--- src/rtl/fib_pkg.sv ---
// Shared constants for the Fibonacci term generator: default width and the
// two seed terms loaded on reset and on restart.
package fib_pkg;
    localparam int FIB_WIDTH_DEF = 4;
    localparam int FIB_SEED0     = 0;
    localparam int FIB_SEED1     = 1;
endpackage

--- src/rtl/fib_c.sv ---
// Free-running Fibonacci term generator. On overflow it either restarts from
// the seeds (RESTART_EN = 1) or saturates at the largest representable term.
module fib_c
    import fib_pkg::*;
#(
    parameter int WIDTH      = FIB_WIDTH_DEF,
    parameter bit RESTART_EN = 1'b1
) (
    input  logic             clk,
    input  logic             rst,
    output logic [WIDTH-1:0] out
);

    generate
        if (WIDTH < 2 || WIDTH > 32) begin : g_bad_width
            $error("fib_c: WIDTH must be within 2..32");
        end
    endgenerate

    logic [WIDTH-1:0] cur;
    logic [WIDTH-1:0] nxt;
    logic             restart_pending;
    logic [WIDTH:0]   sum;
    logic             carry;

    assign sum   = {1'b0, cur} + {1'b0, nxt};
    assign carry = sum[WIDTH];
    assign out   = cur;

    always_ff @(posedge clk) begin
        if (rst) begin
            cur             <= WIDTH'(FIB_SEED0);
            nxt             <= WIDTH'(FIB_SEED1);
            restart_pending <= 1'b0;
        end else if (restart_pending) begin
            cur             <= WIDTH'(FIB_SEED0);
            nxt             <= WIDTH'(FIB_SEED1);
            restart_pending <= 1'b0;
        end else if (carry) begin
            // nxt is held, so in saturate mode cur latches the last term forever
            cur             <= nxt;
            restart_pending <= RESTART_EN;
        end else begin
            cur <= nxt;
            nxt <= sum[WIDTH-1:0];
        end
    end

    // The sequence is monotonic between restarts, so cur can never pass nxt.
    always_ff @(posedge clk) begin
        if (!rst && !restart_pending) begin
            assert (cur <= nxt)
            else $error("fib_c: out (%0d) exceeds nxt (%0d)", cur, nxt);
        end
    end

endmodule

--- config.mk ---
export PLATFORM = sky130hd
export DESIGN_NAME = fib_c
export DESIGN_NICKNAME = d
export VERILOG_FILES = /design/src/rtl/fib_pkg.sv /design/src/rtl/fib_c.sv
export SDC_FILE = /design/constraint.sdc
export NUM_CORES = 1
export LEC_CHECK = 0
export ABC_AREA = 1
export CAP_MARGIN = 10
export CORE_AREA = 2 2 39 41
export DETAILED_ROUTE_END_ITERATION = 10
export DIE_AREA = 0 0 41 43
export HOLD_SLACK_MARGIN = 0.02
export PLACE_DENSITY = 0.64
export REMOVE_ABC_BUFFERS = 1
export SLEW_MARGIN = 20
export SYNTH_ARGS = -nofsm -noshare
export SYNTH_HDL_FRONTEND = slang
export SYNTH_SLANG_ARGS = --single-unit
--- constraint.sdc ---
create_clock -name clk -period 4.3 [get_ports clk]
set_input_delay 1.075 -clock clk [delete_from_list [all_inputs] [get_ports clk]]
set_output_delay 1.075 -clock clk [all_outputs]
set_load 0.1 [all_outputs]
### Yosys cells after proc, flatten, opt, wreduce, memory -nomap -nowiden

Index checks and enable logic that the tools add are counted.

* word-level logic and storage cells: 6
* bits in registers: 9
* output and inout port bits: 4
* bits of input ports: 2

* add/subtract/negate cells: 1
* mux-type cells: 1
* reduce and logical (&&, ||, !) cells: 1

Operators by type and width (number)
* 4-bit by 4-bit adder with 5-bit output: 1
* 2-bit OR reduction: 1
* 1-bit 2-to-1 mux: 1

### Logic depth before layout (Yosys ltp)

Gate-level depths: netlist (run 1).

* depth after elaboration: 2
* mapped depth: 8
* gate-level depth less buffers: 8

### Worst setup path after synthesis (run 1)

Ideal clock, no wire load.

* kind: register -> register
* start: register cur[0] (netlist: out[0])
* end: register nxt[3]
* data arrival time: 2.105 ns
* buffers on the path: 0
* data required time: 4.188 ns
* setup time: 0.112 ns
* stages on the path, launching flop included: 9
* slack: 2.083 ns
* period minus slack after synthesis: 2.217 ns
* path through: dfxtp_1 -> ha_1 -> inv_1 -> fa_1 -> nand3b_4 -> nand2_4 -> nor2_2 -> nand2_1 -> nand2_1

* longest elaborated chain between the ends: 1

Ends and longest elaborated chain
* start, declared: RTL line fib_c.sv:20 `logic [WIDTH-1:0] cur;`
* start signal, assigned: RTL line fib_c.sv:32 `cur <= WIDTH'(FIB_SEED0);`
* start signal, assigned: RTL line fib_c.sv:36 `cur <= WIDTH'(FIB_SEED0);`
* start signal, assigned: RTL line fib_c.sv:41 `cur <= nxt;`
* 4-bit by 4-bit adder with 5-bit output: RTL line fib_c.sv:26 `assign sum = {1'b0, cur} + {1'b0, nxt};`
* end signal, assigned: RTL line fib_c.sv:33 `nxt <= WIDTH'(FIB_SEED1);`
* end signal, assigned: RTL line fib_c.sv:37 `nxt <= WIDTH'(FIB_SEED1);`
* end signal, assigned: RTL line fib_c.sv:45 `nxt <= sum[WIDTH-1:0];`
* end, declared: RTL line fib_c.sv:21 `logic [WIDTH-1:0] nxt;`

Every way passes these cells.
A chain may end at the register's enable or synchronous reset.

### Worst setup path in the final report (run 1)

* start: register cur[1] (netlist: out[1])
* end: output out[1]

RTL lines
* end, declared: RTL line fib_c.sv:11 `output logic [WIDTH-1:0] out`

No word-level cell between the ends.

==> results.ini, run 1 <==
[flow_run]
cap_violations = 0

[timing]
slew_violations = 0
hold_viol = 0
skew_ps = 2.69
setup_violations = 0
worst_pin_slew_ps = 962
fmax_ghz = 0.356
relSlewSlack_pct = 35.7
finalSetupTns_ps = 0
finalCritPeriodShare_pct = 65.3
period_needed_ps = 2810
rsz0062_at_grt = false
fin_ws_ps = 1490

[synthesis]
syn_area_sq_um = 475
yosysWarnings = 0
synth_cells = 57
ys_seq_area_share_pct = 37.9
synth.distinct_cells = 16
synth-seq-cells = 9
synth.avg_cell_area_sq_um = 8.34

[detailed_routing]
drc_errors = 0
vias = 360
ant_nets = 0
routed_wl_microns = 733
drtIter0Drc = 4
drtPass1Iterations = 2
wire_per_inst_microns = 8.94
vias_per_cell = 4.39

[clock_network]
clock_latency_ps = 250
cts_resized = 0
cts_tree = yes
ctsHoldBuffers = 0
htreeDepth = 1
cts_setup_buffers = 0
cts.path.max_buffers = 2
numCtsBuffers = 3
cts.sinks = 9
clkSlewWorstSetupHoldPaths_ps = 60
cts-root-buf = clkbuf_4

[place]
pre_cts_slack_ps = 1760
place_area_sq_um = 546
place_congestion = 0.718
port_buffers = 5
dpl.hpwl_microns = 591
dp.cells = 78

[global_routing]
grt_max_degree = 8
gr-total-overflow = 0
grt_pass1_vias = 340
gr-usage-all-layers_pct = 11.4
grt_pass1_wl_mm = 1.38
antenna_found_initial = 0

[critical_path]
critical_path.top_delay_family = buffers and inverters
path_depth = 1
worstSetupPathType = flop to primary output
slowest_stage = clkdlybuf4s50_1
critPathMaxStageDelay_ps = 1130
start_kind = flop
rrSetupSlack_ps = 2720
critical_path_buf_inv_count = 1
cp.required_ps = 3220
ff2ff_path_depth = 8
crit_arrival_ps = 1730
crit_path_max_fanout = 3
reg2reg_from = nxt[0]
end_kind = primary output
crit_chain = clkdlybuf4s50_1
reg2reg_to = nxt[3]

[floorplan]
ios = 6
die_h_microns = 43
core_area_sq_um = 1380
start_util_pct = 34.4
rows = 14
fp.dieW_microns = 41
die-area_sq_um = 1760

[finish]
diodes = 0
syn2layout_area_growth_pct = 20.3
fin_area_sq_um = 572
final_util_pct = 41.3
nets = 74
final_cell_count_no_fill = 82
fill_cells = 149
drive_above_1_share_pct = 15.2

[min_path]
hp-class = flop to flop
min_path_cells = 2
hold_start = nxt[2]
holdPathEnd = out[2]

[outcome]
outcome = finished, final reports clean

[power]
leakagePower_nw = 0.287
p_per_area_nw_per_um2 = 623
ir_drop_mv = 0.235

[cells in the final DEF (no fill, tap or decap)]
master,Yosys,final
a21oi_4,1,1
nand2_4,1,1
clkbuf_4,0,3
nand2_1,9,9
fa_1,1,1
nand3_1,8,8
inv_1,10,10
a21oi_2,1,1
inv_2,1,1
nor2_1,6,6
clkdlybuf4s50_1,0,5
clkbuf_1,0,1
nand3b_4,1,1
ha_1,4,4
xnor2_1,1,1
nor2_2,1,1
a21oi_1,2,2
dfxtp_1,9,9
nand2_2,1,1
[how the worst max path moves through the flow]
stage | end | slack (ps) | from
floorplan | nxt[3] | 2080 | out[0]
global placement | out[1] | 1770 | out[1]
detailed placement | out[1] | 1760 | out[1]
CTS | out[1] | 1470 | out[1]
global route | out[1] | 1420 | out[1]
finish | out[1] | 1490 | out[1]
[cells in the mapped netlist]
| library cell | count | area, sq um |
|---|---|---|
| a21oi_2 | 1 | 8.76 |
| a21oi_4 | 1 | 16.3 |
| dfxtp_1 | 9 | 180 |
| xnor2_1 | 1 | 8.76 |
| nand2_2 | 1 | 6.26 |
| a21oi_1 | 2 | 10.0 |
| nand3b_4 | 1 | 20.0 |
| nor2_2 | 1 | 6.26 |
| inv_1 | 10 | 37.5 |
| nand3_1 | 8 | 40.0 |
| inv_2 | 1 | 3.75 |
| nand2_1 | 9 | 33.8 |
| ha_1 | 4 | 50.1 |
| nor2_1 | 6 | 22.5 |
| nand2_4 | 1 | 11.3 |
| fa_1 | 1 | 20.0 |
[layout make-up]
cell class | instances | area (sq um) | area share [%]
sequential | 9 | 180 | 31.5
clock buffer | 4 | 26.3 | 4.60
tap | 16 | 20.0 | 3.50
inverter | 11 | 41.3 | 7.22
multi-input combinational | 37 | 254 | 44.4
timing repair buffer | 5 | 50.0 | 8.75
[metrics by stage]
stage / power [W] / hold slack, ps
2_1_floorplan: 0.000263 / 425
3_3_place_gp: 0.000294 / 437
3_5_place_dp: 0.000296 / 441
4_1_cts: 0.000362 / 451
5_1_grt: 0.000388 / 471
6_report: 0.000356 / 451
[kinds of logic (layout without fill, tap and decap cells)]
group / after synthesis / count (layout) / synth area share [%]
XOR/XNOR: 1 / 1 / 1.84
AND/OR/NAND/NOR: 27 / 27 / 29.5
flip-flops: 9 / 9 / 37.9
buffers and inverters: 11 / 20 / 8.68
AO/OA/AOI/OAI: 4 / 4 / 7.37
adder cells (fa/ha/maj): 5 / 5 / 14.7
[routing by layer]
layer / track usage (%) / vias up / part of all wire (%)
met4: 8.00 / 0 / 0.95
met5: 0 / - / 0
met3: 3.14 / 2 / 1.9
li1: - / 194 / -
met2: 13.1 / 6 / 44
met1: 17.3 / 158 / 53
[state kept, by name, summed over array words and instances (netlist names)]
register         count
nxt                  4
restart_pending      1
out                  4
[report_power, final]
part	internal, W	switching [W]
sequential	0.000104	0.0000145
combinational	0.0000588	0.000116
clock	0.0000357	0.0000278
total	0.000198	0.000158
Note: power is estimated with default switching activity, not from simulation.
==> run 2, diff against run 1 <==
Clock period 4.3 ns to 2.7 ns, I/O delays scaled along.
==> run 2 against run 1 <==
Worst hold slack got worse by 6.0 ps. Critical path type unchanged. Cell count did not move. Sequential share of layout area rose by 0.56 points. Register-to-register slack got worse by 1600 ps. Clock power rose by 70%. Critical path depth did not move. Count of clock-buffer cells in the layout did not move. Die area did not move. Via count rose by 1.1%. Sequential cell count did not move.
==> results.ini, run 2 (same netlist as run 1, synthesis figures left out) <==
[outcome]
outcome = finished, final reports clean  ; unchanged

[critical_path]
worstSetupPathType = flop to primary output  ; unchanged
crit_path_max_fanout = 3  ; unchanged
slowest_stage = dfxtp_1  ; was clkdlybuf4s50_1
critical_path.top_delay_family = flip-flops  ; was buffers and inverters
cp.required_ps = 2030  ; was 3220 ps
critical_path_buf_inv_count = 1  ; unchanged
crit_chain = buf_4  ; was clkdlybuf4s50_1
crit_arrival_ps = 920  ; was 1730 ps
critPathMaxStageDelay_ps = 350  ; was 1130 ps
end_kind = primary output  ; unchanged
start_kind = flop  ; unchanged

[floorplan]
ios = 6  ; unchanged
die-area_sq_um = 1760  ; unchanged
die_h_microns = 43  ; unchanged
core_area_sq_um = 1380  ; unchanged
fp.dieW_microns = 41  ; unchanged
start_util_pct = 34.4  ; unchanged
rows = 14  ; unchanged

[clock_network]
cts_setup_buffers = 0  ; unchanged
cts.sinks = 9  ; unchanged
clkSlewWorstSetupHoldPaths_ps = 60  ; about the same
cts_tree = yes  ; unchanged
htreeDepth = 1  ; unchanged
cts-root-buf = clkbuf_4  ; unchanged
cts_resized = 0  ; unchanged
numCtsBuffers = 3  ; unchanged
cts.path.max_buffers = 2  ; unchanged
ctsHoldBuffers = 0  ; unchanged
clock_latency_ps = 270  ; was 250 ps

[timing]
setup_violations = 0  ; unchanged
finalCritPeriodShare_pct = 59.2
rsz0062_at_grt = false  ; unchanged
worst_pin_slew_ps = 278  ; was 962 ps
finalSetupTns_ps = 0  ; unchanged
hold_viol = 0  ; unchanged
fmax_ghz = 0.626
relSlewSlack_pct = 81.6  ; was 35.7%
skew_ps = 0.532  ; was 2.69 ps
slew_violations = 0  ; unchanged
period_needed_ps = 1600

[finish]
final_common_cell = inv_1  ; unchanged
nets = 74  ; unchanged
final_cell_count_no_fill = 82  ; unchanged
syn2layout_area_growth_pct = 18.2  ; was 20.3%
final_cell_mix = 10 x inv_1, 9 x nand2_1, 9 x dfxtp_1  ; unchanged
final_util_pct = 40.6  ; was 41.3%
diodes = 0  ; unchanged
drive_above_1_share_pct = 21.2  ; was 15.2%

[detailed_routing]
wire_per_inst_microns = 9.18  ; was 8.94 microns
vias_per_cell = 4.44  ; was 4.39
ant_nets = 0  ; unchanged
drtPass1Iterations = 4  ; was 2
drc_errors = 0  ; unchanged
vias = 364  ; was 360
routed_wl_microns = 753  ; was 733 microns
drtIter0Drc = 1  ; was 4

[flow_run]
cap_violations = 0  ; unchanged

[place]
place_congestion = 0.732  ; was 0.718
port_buffers = 5  ; unchanged
dpl.hpwl_microns = 590  ; was 591 microns
dp.cells = 78  ; unchanged

[global_routing]
gr-usage-all-layers_pct = 12.1  ; was 11.4%
grt_max_degree = 8  ; unchanged
grt_pass1_vias = 329  ; was 340
antenna_found_initial = 0  ; unchanged
grt_pass1_wl_mm = 1.38  ; unchanged
gr-total-overflow = 0  ; unchanged

[min_path]
hp-class = flop to flop  ; unchanged

[power]
ir_drop_mv = 0.375  ; was 0.235 mV
leakagePower_nw = 0.294  ; was 0.287 nW
p_per_area_nw_per_um2 = 1020  ; was 623 nW/um^2

run 2: changes by cell type in the layout (fill, tap and decap cells not counted), sizes merged:
cell / previous run / this run
clkdlybuf4s50: 5 / 1
buf: 0 / 4
run 2: tightest hold or removal path: stages (launching register included):
cell and delay (ps):
dfxtp_1 320, inv_1 50, nor2_1 30
run 2: worst paths after layout:
kind	startpoint	end	slack (ps)	depth (start not counted)
max	out[1]	out[1]	1100	1
max reg2reg	nxt[0]	nxt[3]	1110	8
min reg2reg	nxt[0]	out[0]	450	2
min	nxt[0]	out[0]	450	2
run 2: layout make-up:
cell class / instances / area [sq um]
Timing Repair Buffer: 5 / 40.0
Multi-Input combinational cell: 37 / 254
Tap cell: 16 / 20.0
Fill cell: 149 / 822
Inverter: 11 / 41.3
Sequential cell: 9 / 180
Clock buffer: 4 / 26.3
run 2: power by group:
part	switching [W]	leakage (nW)	internal, W
Clock	0.0000511	0.0150	0.0000572
Sequential	0.0000248	0.0738	0.000165
Combinational	0.000184	0.205	0.0000902
Total	0.000260	0.294	0.000313
run 2: per-stage QoR:
stage	hold WS, ps	power (W)	area, sq um	worst slack (ps)
after global placement	436	0.000467	536	989
after detailed placement	439	0.000469	536	966
final	445	0.000572	562	1100
after CTS	451	0.000578	562	1090
after floorplan	425	0.000419	475	483
after global routing	465	0.000620	562	1000
run 2: metal layers:
metal | wire, microns | GRT usage (%) | up-vias | part of all wire, %
li1 | - | - | 197 | -
met1 | 370 | 18.4 | 157 | 49
met2 | 330 | 12.5 | 7 | 44
met3 | 28 | 3.14 | 3 | 3.7
met4 | 24 | 12.0 | 0 | 3.2
met5 | 0 | 0 | - | 0
